`config.mk`:
```
export PLATFORM = sky130hd
export DESIGN_NAME = assignment_4
export DESIGN_NICKNAME = d
export VERILOG_FILES = /design/src/rtl/assignment_4.sv
export SDC_FILE = /design/constraint.sdc
export NUM_CORES = 1
export LEC_CHECK = 0
export ABC_CLOCK_PERIOD_IN_PS = 7000
export BUFFER_PORTS_ARGS = -buffer_cell sky130_fd_sc_hd__buf_2
export CAP_MARGIN = 20
export CORE_AREA = 2 2 48 50
export DETAILED_ROUTE_END_ITERATION = 10
export DIE_AREA = 0 0 50 52
export MAX_ROUTING_LAYER = met4
export PLACE_DENSITY = 0.59
export SYNTH_ARGS = -nofsm -noshare
export SYNTH_HDL_FRONTEND = slang
export SYNTH_SLANG_ARGS = --single-unit
export TNS_END_PERCENT = 5
```
`constraint.sdc`:
```
create_clock -name clk -period 7 [get_ports clk]
set_input_delay 0.35 -clock clk [delete_from_list [all_inputs] [get_ports clk]]
set_output_delay 0.35 -clock clk [all_outputs]
set_load 0.01 [all_outputs]
```
`src/rtl/assignment_4.sv`:
```
// 4-bit ripple-carry adder with a registered seven-segment readout.
// Sel picks the sum digit (1) or the carry-out digit (0); the output is active-low {g,f,e,d,c,b,a}.

module assignment_4_fa (
    input  logic a,
    input  logic b,
    input  logic cin,
    output logic s,
    output logic cout
);
    assign s    = a ^ b ^ cin;
    assign cout = (a & b) | (cin & (a ^ b));
endmodule

module assignment_4 (
    input  logic       clk,
    input  logic       rst_n,
    input  logic [3:0] A,
    input  logic [3:0] B,
    input  logic       Sel,
    output logic [6:0] display
);
    logic [4:0] carry;
    logic [3:0] sum;
    logic [3:0] digit;
    logic [6:0] segments;

    assign carry[0] = 1'b0;

    for (genvar i = 0; i < 4; i++) begin : g_ripple
        assignment_4_fa fa (
            .a    (A[i]),
            .b    (B[i]),
            .cin  (carry[i]),
            .s    (sum[i]),
            .cout (carry[i+1])
        );
    end

    always_comb begin
        digit = Sel ? sum : {3'b000, carry[4]};
    end

    always_comb begin
        segments = '1;
        unique case (digit)
            4'h0: segments = 7'h40;
            4'h1: segments = 7'h79;
            4'h2: segments = 7'h24;
            4'h3: segments = 7'h30;
            4'h4: segments = 7'h19;
            4'h5: segments = 7'h12;
            4'h6: segments = 7'h02;
            4'h7: segments = 7'h78;
            4'h8: segments = 7'h00;
            4'h9: segments = 7'h10;
            4'hA: segments = 7'h08;
            4'hB: segments = 7'h03;
            4'hC: segments = 7'h46;
            4'hD: segments = 7'h21;
            4'hE: segments = 7'h06;
            4'hF: segments = 7'h0E;
            default: segments = '1;
        endcase
    end

    // Registering the decoded pattern keeps inputs off any combinational path to display.
    always_ff @(posedge clk) begin
        if (!rst_n) begin
            display <= '1;
        end else begin
            display <= segments;
        end
    end
endmodule

```
==> out/summary.md, run 1 <==
- **status** finished, final reports clean
- **total number of H-tree levels** 1
- **Horiz. Die Dim** 50 um
- **minimum period implied by the final worst setup slack** 2.67 ns
- **slew at the pin closest to its max-slew limit** 0.518 ns
- **share of post-route cells with drive strength above 1** 0.286
- **commonest register cell after synthesis** dfxtp_1
- **clock net sink count** 7
- **Final HPWL DP** 946 um
- **clock tree buffer depth** 2
- **number of warning messages in the yosys log** 0
- **pwr/cell area** 194 nW/um2
- **required arrival time at the worst endpoint** 7.15 ns
- **largest net degree at the start of global routing** 16
- **Die Y** 52 um
- **DRC violation count after routing** 0
- **Hold Worst Slack** 0.369 ns
- **startpoint kind of the worst setup timing path** input pin
- **fraction of the mapped netlist area in compound gates** 0.188
- **number of flip-flops under the largest register name** 7
- **wire length per cell after detailed routing** 10.7 um
- **footprint of the multi-input gates** 403 um2
- **Most flops, register** display
- **dominant combinational cell family by area after synthesis** adder cells
- **share of Yosys cell area claimed by the top area cell type** 0.231
- **vias in the first global route** 515
- **type of the most critical hold path** in -> reg
- **number of max-cap violations** 0
- **I/O pin total** 18
- **Buffers on Ports** 17
- **Top Registers** display: 7 flops
- **layout overhead on the synthesized area** 19.8%
- **most frequent cells after synthesis** inv_1 (9), dfxtp_1 (7), ha_1 (7)
- **number of endpoints with negative hold slack in the final report** 0
- **cell types with the largest area share after synthesis** dfxtp_1 (23%), ha_1 (14%), fa_1 (9.9%)
- **count leader, synth** inv_1
- **kind of critical path** in -> reg
- **sort of element at the end of the critical path** register
- **number of enable-type register cells in the synthesized netlist** 0
- **max frequency** 0.375 GHz
- **antenna-violating nets left** 0
- **Max Transition Viols Final** 0
- **library cell occupying the most area in the post-synthesis netlist** dfxtp_1
- **simple-gate area share of the yosys netlist** 0.165
- **Post-Syn Area** 607 um2
- **starting density of the core** 0.288
- **Root Driver** clkbuf_4
- **share of the synthesized netlist area taken by xor and xnor gates** 0.0144
- **first-pass iteration count of the detailed router** 4
- **cts repair resizes** 0
- **Final #Nets** 106
- **synthesized-area fraction occupied by adder cells** 0.243
- **FILL cells** 223
- **drt total wl** 1200 um
- **library cells used by synthesis** 32
- **average cell area after synthesis** 9.19 um2
- **residual overflow from global routing** 0
- **final weighted congestion in routability-driven placement** 0.792
- **number of register bits inferred by synthesis** 7
- **RSZ-0062 raised after global routing** no
- **Clock Pin Slew Worst Setup and Hold Paths** 0.05 ns
- **global-route usage over all layers** 0.105
- **number of instances in the synthesized netlist** 66
- **number of rows created at floorplan** 17
- **sequential share of the synthesized area** 0.231
- **final design utilization** 0.345
- **CTS tree** built
- **net count after synthesis** 87
- **iteration-0 DRC count of the detailed router** 15
- **Setup Viol. Count Final** 0
- **via-per-instance ratio** 4.71
- **combined flip-flop and latch cell area** 140 um2
- **critical path peak fanout** 6
- **worst slew margin relative to its limit** 0.655
- **Final Cycle Share** 0.381
- **portion of netlist area occupied by mux cells** 0.0536
- **core region area** 2110 um2
- **number of buffers added for setup after CTS** 0
- **arrival time of data at the critical path endpoint** 2.82 ns
- **Peak supply drop** 76.5 uV
- **DR vias** 527
- **initial antenna violation count** 0
- **P_leak** 0.350 nW
- **Async SR Flop Fraction** 0
- **hold buffers post-CTS** 0
- **wire length of the first global-routing pass** 2100 um
- **full die area** 2600 um2
- **Sum Neg Setup Slack** 0 ns
- **number of antenna cells inserted** 0
- **TritonCTS Buffers** 3
[cell families (layout without fill, tap and decap cells)]
logic type	Yosys count	in the layout
flip-flops	7	7
AND/OR/NAND/NOR	18	18
adder cells (fa/ha/maj)	10	10
multiplexers	3	3
buffers and inverters	13	31
AO/OA/AOI/OAI	14	14
XOR/XNOR	1	1
[critical path, stage by stage]
cell and delay [ns]:
buf_2 0.08, ha_1 0.13, inv_1 0.05, fa_1 0.38
fa_1 0.39, fa_1 0.42, nor2_1 0.12, a21oi_1 0.12
inv_1 0.13, ha_1 0.30, nand2_1 0.08, o221a_1 0.22
o221ai_1 0.07
[final timing paths]
| path | start | to | slack [ns] | depth (start not counted) |
|---|---|---|---|---|
| max | A[0] | display[4] | 4.33 | 13 |
| min | rst_n | display[1] | 0.37 | 2 |
[layer usage]
metal	track usage	wire [um]	vias up	part of all wire
met1	0.110	518	252	0.43
met3	0.0115	61	0	0.051
li1	-	-	262	-
met4	0.0509	0	0	0
met2	0.195	619	13	0.52
met5	-	0	-	0
[power by group]
group          internal (mW)  total [mW]  switching, mW
registers             0.0454      0.0464       0.000925
clock network         0.0216      0.0338         0.0122
logic                 0.0269      0.0611         0.0342
[layout by cell type (no fill, tap or decap), drive strengths merged, types with 2 or more instances in the layout]
| cell type | synthesis | layout |
|---|---|---|
| buf | 2 | 17 |
| inv | 10 | 10 |
| ha | 7 | 7 |
| dfxtp | 7 | 7 |
| nand2 | 5 | 5 |
| nand2b | 4 | 4 |
| clkbuf | 1 | 4 |
| o2111ai | 3 | 3 |
| fa | 3 | 3 |
| o21ai | 3 | 3 |
| nor2 | 2 | 2 |
| nand3 | 2 | 2 |
| o221ai | 2 | 2 |
| mux2 | 2 | 2 |
[area by class of cell]
cell class,count,area share
inverter,10,0.0516
sequential,7,0.193
timing repair buffer,17,0.117
tap,28,0.0482
clock buffer,4,0.0361
multi-input combinational,46,0.554
[stage by stage]
step,setup slack [ns],power [mW],std cells,cell area (um2)
floorplan,4.36,0.0945,66,607
global placement,4.11,0.107,108,701
detailed placement,4.09,0.108,108,701
CTS,4.35,0.143,112,727
global route,4.16,0.152,112,727
finish,4.33,0.141,112,727
(Power assumes the default switching activity.)
==> run 2, diff against run 1 <==
--- a/config.mk
+++ b/config.mk
@@ -5,7 +5,7 @@
 export SDC_FILE = /design/constraint.sdc
 export NUM_CORES = 1
 export LEC_CHECK = 0
-export ABC_CLOCK_PERIOD_IN_PS = 7000
+export ABC_CLOCK_PERIOD_IN_PS = 2700
 export BUFFER_PORTS_ARGS = -buffer_cell sky130_fd_sc_hd__buf_2
 export CAP_MARGIN = 20
 export CORE_AREA = 2 2 48 50
==> constraint.sdc (replaced) <==
create_clock -name clk -period 2.7 [get_ports clk]
set_input_delay 0.135 -clock clk [delete_from_list [all_inputs] [get_ports clk]]
set_output_delay 0.135 -clock clk [all_outputs]
set_load 0.01 [all_outputs]
==> run 2 against run 1 <==
- sequential share of layout area decreased by 0.76 points
- critical path depth decreased by 1
- flip-flop and latch count unchanged
- non-clock buffer count increased by 4
- clock power increased to 2.6 times the previous value
- routed wire length decreased by 4.0%
- setup slack got worse by 4.0 ns
- combinational power increased to 2.7 times the previous value
- core utilization increased by 1.4 points
- cell area increased by 4.1%
- first-iteration DRC count decreased by 47%
- total power increased to 2.7 times the previous value
- highest routed layer unchanged
==> out/summary.md, run 2 (synthesis results as in run 1) <==
- **status** finished, final reports clean
- **DRC violation count after routing** 0
- **Buffers on Ports** 17
- **number of endpoints with negative hold slack in the final report** 0
- **final weighted congestion in routability-driven placement** 0.802
- **antenna-violating nets left** 0
- **core region area** 2110 um2
- **wire length of the first global-routing pass** 2110 um
- **full die area** 2600 um2
- **placed cell count** 112
- **type of the most critical hold path** in -> reg
- **pwr/cell area** 497 nW/um2
- **final design utilization** 0.359
- **total buffers and inverters traversed by the critical path** 2
- **residual overflow from global routing** 0
- **Die Y** 52 um
- **Max Transition Viols Final** 0
- **I/O pin total** 18
- **Crit path top cell by count** fa_1
- **largest incremental delay on the critical path** 0.41 ns
- **clock net sink count** 7
- **Clock Pin Slew Worst Setup and Hold Paths** 0.05 ns
- **beginning of the worst hold path** rst_n
- **Setup Viol. Count Final** 0
- **P_leak** 0.369 nW
- **commonest cells after routing, fill and taps aside** buf_2 (17), inv_1 (9), ha_1 (7), dfxtp_1 (7), nand2_1 (5)
- **number of antenna cells inserted** 0
- **arrival time of data at the critical path endpoint** 2.54 ns
- **total number of H-tree levels** 1
- **hold buffers post-CTS** 0
- **layout overhead on the synthesized area** 24.7%
- **dominant delay contributor by cell family on the critical path** adder cells
- **cts repair resizes** 0
- **first-pass iteration count of the detailed router** 4
- **number of buffers added for setup after CTS** 0
- **wire length per cell after detailed routing** 9.92 um
- **Final Cycle Share** 0.894
- **worst slew margin relative to its limit** 0.691
- **Horiz. Die Dim** 50 um
- **startpoint kind of the worst setup timing path** input pin
- **sort of element at the end of the critical path** register
- **starting density of the core** 0.288
- **Top Registers** display: 7 flops
- **cell chain of the critical path** buf_2, ha_1, inv_1, fa_1, fa_1, fa_1, nor2_1, a21oi_1, ha_1, mux2_1, o22ai_1, o21ai_1
- **initial antenna violation count** 0
- **CTS tree** built
- **TritonCTS Buffers** 3
- **share of post-route cells with drive strength above 1** 0.318
- **DR vias** 526
- **RSZ-0062 raised after global routing** no
- **most frequent standard cell in the layout excluding fill and tap cells** buf_2
- **hold endpoint** display[1]
- **critical path peak fanout** 5
- **Peak supply drop** 179 uV
- **Most flops, register** display
- **number of rows created at floorplan** 17
- **iteration-0 DRC count of the detailed router** 8
- **via-per-instance ratio** 4.53
- **global-route usage over all layers** 0.107
- **largest net degree at the start of global routing** 16
- **worst hold path depth** 2
- **worst-path cell with the longest stage delay** fa_1
- **drt total wl** 1150 um
- **vias in the first global route** 521
- **minimum period implied by the final worst setup slack** 2.41 ns
- **Root Driver** clkbuf_4
- **kind of critical path** in -> reg
- **Final #Nets** 110
- **non-filler instance count after layout** 116
- **clock tree buffer depth** 2
- **Sum Neg Setup Slack** 0 ns
- **Hold Worst Slack** 0.148 ns
- **Final HPWL DP** 941 um
- **number of max-cap violations** 0
- **required arrival time at the worst endpoint** 2.83 ns
- **slew at the pin closest to its max-slew limit** 0.463 ns
- **number of flip-flops under the largest register name** 7
- **max frequency** 0.414 GHz
run 2: power by group:
part	internal, mW	total (mW)	switching [mW]	leakage [nW]
combinational	0.0774	0.168	0.0902	0.296
sequential	0.118	0.120	0.00234	0.0587
clock	0.0560	0.0887	0.0327	0.0150
total	0.251	0.376	0.125	0.369
run 2: routing by layer:
| layer | global-route usage | vias to the layer above | wire length [um] | part of all wire |
|---|---|---|---|---|
| met1 | 0.108 | 240 | 496 | 0.43 |
| li1 | - | 269 | - | - |
| met2 | 0.204 | 17 | 580 | 0.50 |
| met5 | - | - | 0 | 0 |
| met4 | 0.0556 | 0 | 0 | 0 |
| met3 | 0.0115 | 0 | 74 | 0.064 |
run 2: how the worst max path moves through the flow:
stage / from / end / slack (ns) / cells past startpoint
floorplan: A[0] / display[3] / 0.28 / 11
global placement: A[0] / display[3] / 0.05 / 12
detailed placement: A[0] / display[3] / 0.03 / 12
CTS: A[0] / display[3] / 0.29 / 12
global route: A[0] / display[3] / 0.17 / 12
finish: A[0] / display[3] / 0.29 / 12
run 2: stage by stage:
step	power, mW	setup slack (ns)	area, um2
3_3_place_gp	0.287	0.0528	731
3_5_place_dp	0.289	0.0305	731
6_report	0.376	0.287	757
4_1_cts	0.381	0.285	757
2_1_floorplan	0.245	0.276	607
5_1_grt	0.407	0.166	757
run 2: area by class of cell:
type                       instances  area, um2
timing repair buffer              21        115
clock buffer                       4       26.3
fill                             216       1350
inverter                          10       37.5
tap                               28       35.0
sequential                         7        140
multi-input combinational         46        403
